**src/rtl/serial_rx_controller.sv**
```systemverilog
// serial_rx_controller
//   Receive sequencer for an oversampled UART-style serial line. It finds the
//   start bit, times mid-bit sampling, strobes/clears the external shift
//   register, checks the stop bit and hands each byte to the CPU through a
//   valid/ack holding register with sticky error flags.
//
//   Optional feature macro: SERIAL_RX_PARITY_EN (even parity bit after data,
//   adds the parityErr port).
//
//   Ports
//     clk          oversample clock, rising edge
//     reset        asynchronous active-low reset
//     fromSerial   raw serial line, idle high
//     srData       parallel output of the external shift register
//     cpuAck       CPU consumed dataToCPU (one-cycle pulse)
//     errClear     clear sticky error flags (one-cycle pulse)
//     bitStrobe    shift register samples the line this cycle
//     srClear      clear the shift register before the data bits
//     dataToCPU    holding register
//     charReceived holding register valid
//     busy         frame in progress
//     framingErr   sticky: stop bit sampled low
//     overrun      sticky: frame completed while holding register full
//     parityErr    sticky: parity mismatch (SERIAL_RX_PARITY_EN only)
module serial_rx_controller #(
  parameter int unsigned OVERSAMPLE = 16,
  parameter int unsigned DATA_BITS  = 8
) (
  input  logic                 clk,
  input  logic                 reset,
  input  logic                 fromSerial,
  input  logic [DATA_BITS-1:0] srData,
  input  logic                 cpuAck,
  input  logic                 errClear,
  output logic                 bitStrobe,
  output logic                 srClear,
  output logic [DATA_BITS-1:0] dataToCPU,
  output logic                 charReceived,
  output logic                 busy,
  output logic                 framingErr,
  output logic                 overrun
`ifdef SERIAL_RX_PARITY_EN
  ,
  output logic                 parityErr
`endif
);

  localparam int unsigned CNT_W = (OVERSAMPLE > 2) ? $clog2(OVERSAMPLE) : 1;
  localparam int unsigned IDX_W = $clog2(DATA_BITS + 1);

  localparam logic [CNT_W-1:0] CNT_LAST = CNT_W'(OVERSAMPLE - 1);
  localparam logic [CNT_W-1:0] CNT_PRE  = CNT_W'(OVERSAMPLE - 2);
  localparam logic [CNT_W-1:0] CNT_MID  = CNT_W'(OVERSAMPLE / 2 - 1);
  localparam logic [IDX_W-1:0] IDX_LAST = IDX_W'(DATA_BITS - 1);

  typedef enum logic [2:0] {
    IDLE   = 3'd0,
    START  = 3'd1,
    DATA   = 3'd2,
    PARITY = 3'd3,
    STOP   = 3'd4,
    BREAK  = 3'd5
  } state_e;

  state_e                 state_q;
  logic                   rx_meta_q;
  logic                   rxs_q;
  logic [CNT_W-1:0]       cnt_q;
  logic [IDX_W-1:0]       bit_idx_q;
  logic                   bit_strobe_q;
  logic                   sr_clear_q;
  logic [DATA_BITS-1:0]   data_q;
  logic                   char_q;
  logic                   busy_q;
  logic                   framing_err_q;
  logic                   overrun_q;
`ifdef SERIAL_RX_PARITY_EN
  logic                   parity_err_q;
  logic                   par_bad_q;
`endif

  // Receive sequencer, line synchronizer and CPU holding register.
  always_ff @(posedge clk or negedge reset) begin
    if (!reset) begin
      state_q       <= IDLE;
      rx_meta_q     <= 1'b1;
      rxs_q         <= 1'b1;
      cnt_q         <= '0;
      bit_idx_q     <= '0;
      bit_strobe_q  <= 1'b0;
      sr_clear_q    <= 1'b0;
      data_q        <= '0;
      char_q        <= 1'b0;
      busy_q        <= 1'b0;
      framing_err_q <= 1'b0;
      overrun_q     <= 1'b0;
`ifdef SERIAL_RX_PARITY_EN
      parity_err_q  <= 1'b0;
      par_bad_q     <= 1'b0;
`endif
    end else begin
      rx_meta_q    <= fromSerial;
      rxs_q        <= rx_meta_q;
      bit_strobe_q <= 1'b0;
      sr_clear_q   <= 1'b0;
      cnt_q        <= (cnt_q == CNT_LAST) ? '0 : cnt_q + CNT_W'(1);

      // Clears are written first so a same-cycle set below takes priority.
      if (errClear) begin
        framing_err_q <= 1'b0;
        overrun_q     <= 1'b0;
`ifdef SERIAL_RX_PARITY_EN
        parity_err_q  <= 1'b0;
`endif
      end
      if (cpuAck && char_q) begin
        char_q <= 1'b0;
      end

      case (state_q)
        IDLE: begin
          cnt_q <= '0;
          if (!rxs_q) begin
            state_q <= START;
            busy_q  <= 1'b1;
          end
        end

        // Re-check the line at mid start bit to reject glitches.
        START: begin
          if (cnt_q == CNT_MID) begin
            cnt_q <= '0;
            if (rxs_q) begin
              state_q <= IDLE;
              busy_q  <= 1'b0;
            end else begin
              state_q    <= DATA;
              sr_clear_q <= 1'b1;
              bit_idx_q  <= '0;
`ifdef SERIAL_RX_PARITY_EN
              par_bad_q  <= 1'b0;
`endif
            end
          end
        end

        // Strobe is registered one count early so it lands on the last count.
        DATA: begin
          if (cnt_q == CNT_PRE) begin
            bit_strobe_q <= 1'b1;
          end
          if (cnt_q == CNT_LAST) begin
            bit_idx_q <= bit_idx_q + IDX_W'(1);
            if (bit_idx_q == IDX_LAST) begin
`ifdef SERIAL_RX_PARITY_EN
              state_q <= PARITY;
`else
              state_q <= STOP;
`endif
            end
          end
        end

`ifdef SERIAL_RX_PARITY_EN
        // Even parity: data bits plus parity bit must XOR to zero.
        PARITY: begin
          if (cnt_q == CNT_LAST) begin
            state_q <= STOP;
            if (^{srData, rxs_q}) begin
              parity_err_q <= 1'b1;
              par_bad_q    <= 1'b1;
            end
          end
        end
`endif

        STOP: begin
          if (cnt_q == CNT_LAST) begin
            if (rxs_q) begin
              state_q <= IDLE;
              busy_q  <= 1'b0;
`ifdef SERIAL_RX_PARITY_EN
              if (!par_bad_q) begin
`else
              begin
`endif
                if (!char_q || cpuAck) begin
                  data_q <= srData;
                  char_q <= 1'b1;
                end else begin
                  overrun_q <= 1'b1;
                end
              end
            end else begin
              framing_err_q <= 1'b1;
              state_q       <= BREAK;
            end
          end
        end

        // Held-low line must return high before a new start is accepted.
        BREAK: begin
          cnt_q <= '0;
          if (rxs_q) begin
            state_q <= IDLE;
            busy_q  <= 1'b0;
          end
        end

        default: begin
          state_q <= IDLE;
          busy_q  <= 1'b0;
          cnt_q   <= '0;
        end
      endcase
    end
  end

  assign bitStrobe    = bit_strobe_q;
  assign srClear      = sr_clear_q;
  assign dataToCPU    = data_q;
  assign charReceived = char_q;
  assign busy         = busy_q;
  assign framingErr   = framing_err_q;
  assign overrun      = overrun_q;
`ifdef SERIAL_RX_PARITY_EN
  assign parityErr    = parity_err_q;
`endif

endmodule

```
**config.mk**
```make
export PLATFORM = sky130hd
export DESIGN_NAME = serial_rx_controller
export DESIGN_NICKNAME = d
export VERILOG_FILES = /design/src/rtl/serial_rx_controller.sv
export SDC_FILE = /design/constraint.sdc
export NUM_CORES = 1
export LEC_CHECK = 0
export BUFFER_PORTS_ARGS = -buffer_cell sky130_fd_sc_hd__buf_2
export CAP_MARGIN = 20
export CORE_MARGIN = 3
export CORE_UTILIZATION = 30
export DETAILED_ROUTE_END_ITERATION = 7
export GPL_TIMING_DRIVEN = 0
export PLACE_DENSITY = 0.57
export SYNTH_ARGS = -nofsm -noshare
export SYNTH_HDL_FRONTEND = slang
export SYNTH_SLANG_ARGS = --single-unit
```
**constraint.sdc**
```tcl
create_clock -name clk -period 4.5 [get_ports clk]
set_input_delay 0.9 -clock clk [delete_from_list [all_inputs] [get_ports clk]]
set_output_delay 0.9 -clock clk [all_outputs]
set_load 0.02 [all_outputs]
```
==> impl_results.md <==
* Main area contributors after synthesis: dfrtp_1 49%, mux2_2 7.9%, dfstp_2 4.1%
* TritonCTS clock tree: built
* Fill count at 405
* Number of synthesized register bits at 27
* Clock Sinks at 27
* Pwr dens at 400.7 nW/µm²
* Global-route wire length before repair at between 4000 and 5000 µm
* Critical Path RT at ~4.7 ns
* Site Rows at 23
* Global placement routability congestion at 0.8903
* All-Layer GR Usage at approximately 11%
* Hold Path Sink: rxs_q
* CP arrival at 2.20 ns
* ANT cells at 0
* Largest family of logic cells by synthesized area: simple AND/OR/NAND/NOR gates
* Die height at about 71 µm
* Initial core utilization at a little under a third
* Xor and xnor fraction of the mapped netlist area at less than 1%
* Pwr Total at 0.6092 mW
* Yosys cell types at 38
* Relative slew margins at about three fifths
* CTS buffer count at 3
* I/O Buffers at 26
* Post-Route WL at between 2000 and 3000 µm
* Die X at approximately 71 µm
* Multi-input logic area at 555.5 µm²
* Hold slack at roughly 0.36 ns
* Peak supply drop at 0.1924 mV
* Worst r2r dst: state_q[2]
* Clock buffer depth at 2
* FF-to-FF setup slack at between 2 and 3 ns
* Register cell area after layout at between 600 and 700 µm²
* Mapped Avg Cell Area at 10.68 µm²
* RSZ-0062 raised after global routing: false
* Pleak at 0.7395 nW
* Post-synthesis adder-cell area fraction at under 10%
* Critical path class: flop to flop
* Total gr overflow at 0
* Detailed-route wire length per cell at 13.97 µm
* Clock period minus final worst setup slack at roughly 2 ns
* Setup bufs post-CTS at 0
* Fin crit share at between 40 and 50%
* Initial antenna violation count at 0
* Count of final hold-check violations at 0
* Synth Instances at 120
* Synth top area share at approximately half
* Hold Path Cell Cnt at 0
* Critical path endpoint category: flop
* DR pass1 iterations at 5
* Setup TNS at 0 ns
* Syn Nets at between 100 and 150
* H-tree depth at 1
* Main synth FF type: dfrtp_1
* Pin slew with the least headroom to its limit at around 0.61 ns
* Layout area overhead at 18.65%
* Core Footprint at ~4100 µm²
* Post-synthesis mux area share at 7.910%
* Pin count of the biggest net entering global routing at 28
* Vias in the first global route at roughly 1000
* EDFF count, synth at 0
* Final Setup Violations at 0
* Asr flop ratio synth at 100.0%
* Root buf cell: clkbuf_8
* Max-cap violations at 0
* Reg2reg start: cnt_q[0]
* Hold WC Path Type: flop to flop
* Synth Area in Compound Gates at a little over an eighth
* Clk pin slew, worst setup/hold paths at 0.09 ns
* Cts repair resizes at 0
* Share of post-route cells with drive strength above 1 at 32.67%
* DR vias/cell at between 5 and 6
* Worst-path maximum fanout at 7
* Status: completed
* Hold path start: rx_meta_q
* Fmax at around 0.50 GHz
* Mapped Area at approximately 1300 µm²
* HPWL after DPL at 2044 µm
* Critical Path Source Type: flop
* Synth Warn # at 0
* Initial drt markers at 64
* Die ar. at 5091 µm²
* Routed vias at a little over 1000
* Antenna viol nets, final at 0
* Post-CTS Hold Buffers at 0
* Final Net Count at 167
* IO Count at 27
* Post-synthesis sequential area ratio at 52.93%
* Drt drc at 0
* Fin util at approximately 37%
* Synth Area in Simple Gates at a little under a fifth
* Synth area leader: dfrtp_1
* Register-to-Register Path Depth at 5
* Setup Skew at just over 0.004 ns
* Max Slew Vio Count at 0
* Worst-Skew Late Latency at ~0.27 ns
through the flow:
step / std cells / setup slack [ns] / instance area (µm²)
after floorplan: 120 / 2.815 / 1281
after global placement: 196 / 2.574 / 1474
after detailed placement: 196 / 2.565 / 1474
after CTS: 200 / 2.537 / 1520
after global routing: 200 / 2.439 / 1520
final: 200 / 2.514 / 1520
cells in the final DEF, fill, tap and decap left out, types with 2 or more instances in the layout:
cell	count
ha_1	3
nand2_1	9
nand3_2	2
a22o_1	2
a31oi_1	2
dfstp_2	2
clkbuf_8	3
o21ai_0	5
mux2_2	9
nand4_1	2
nor2_1	10
clkbuf_1	2
buf_2	28
nor3_1	4
nand3b_1	3
a21oi_1	7
dfrtp_1	25
nand3_1	6
inv_1	5
registers in the layout, indices dropped and copies added (netlist names):
register      flops
bitStrobe         1
bit_idx_q         4
busy              1
charReceived      1
cnt_q             4
dataToCPU         8
framingErr        1
overrun           1
rx_meta_q         1
rxs_q             1
srClear           1
state_q           3
layer usage:
layer / wire length, µm / global-route usage, %
met4: 13 / 1.879
met2: 1408 / 19.08
met3: 131 / 3.787
met5: 0 / 0
met1: 1239 / 14.78
logic make-up (layout without fill, tap and decap cells):
group / after synthesis / after routing
compound gates: 26 / 26
xor+xnor: 1 / 1
fa+ha+maj: 3 / 3
buf+inv: 11 / 41
flops: 27 / 27
mux: 9 / 9
simple gates: 43 / 43
area by class of cell:
type | instances | share of cell area [%]
timing repair buffer | 26 | 8.560
inverter | 5 | 1.235
multi-input combinational | 82 | 36.54
clock buffer | 3 | 2.716
tap | 50 | 4.115
sequential | 27 | 44.61
clock inverter | 1 | 0.3292
buffer | 6 | 1.893
worst max-delay path: stages, from the launching register on:
cell and delay (ns):
dfrtp_1 0.47, ha_1 0.34, nand3_2 0.19, or3_1 0.42
or4_1 0.42, nand3_1 0.10
synth_stat cells, types with 3 or more instances:
cell type	number
dfrtp_1	25
inv_1	5
nor2_1	10
nand2_1	9
nand3_1	6
ha_1	3
o21ai_0	5
nor3_1	4
mux2_2	9
a21oi_1	7
nand3b_1	3
where the power goes:
group | internal (mW) | switching, mW
logic | 0.0705 | 0.106
registers | 0.270 | 0.0246
clock network | 0.0620 | 0.0768
worst max path at each step:
stage          startpoint  cells after the start    endpoint  slack [ns]
2_1_floorplan    cnt_q[0]                      5  state_q[2]        2.82
6_report         cnt_q[0]                      5  state_q[2]        2.51
5_1_grt          cnt_q[0]                      5  state_q[2]        2.44
4_1_cts          cnt_q[0]                      5  state_q[2]        2.54
3_3_place_gp     cnt_q[0]                      5  state_q[2]        2.57
3_5_place_dp     cnt_q[0]                      5  state_q[2]        2.56
(Power assumes the default switching activity.)
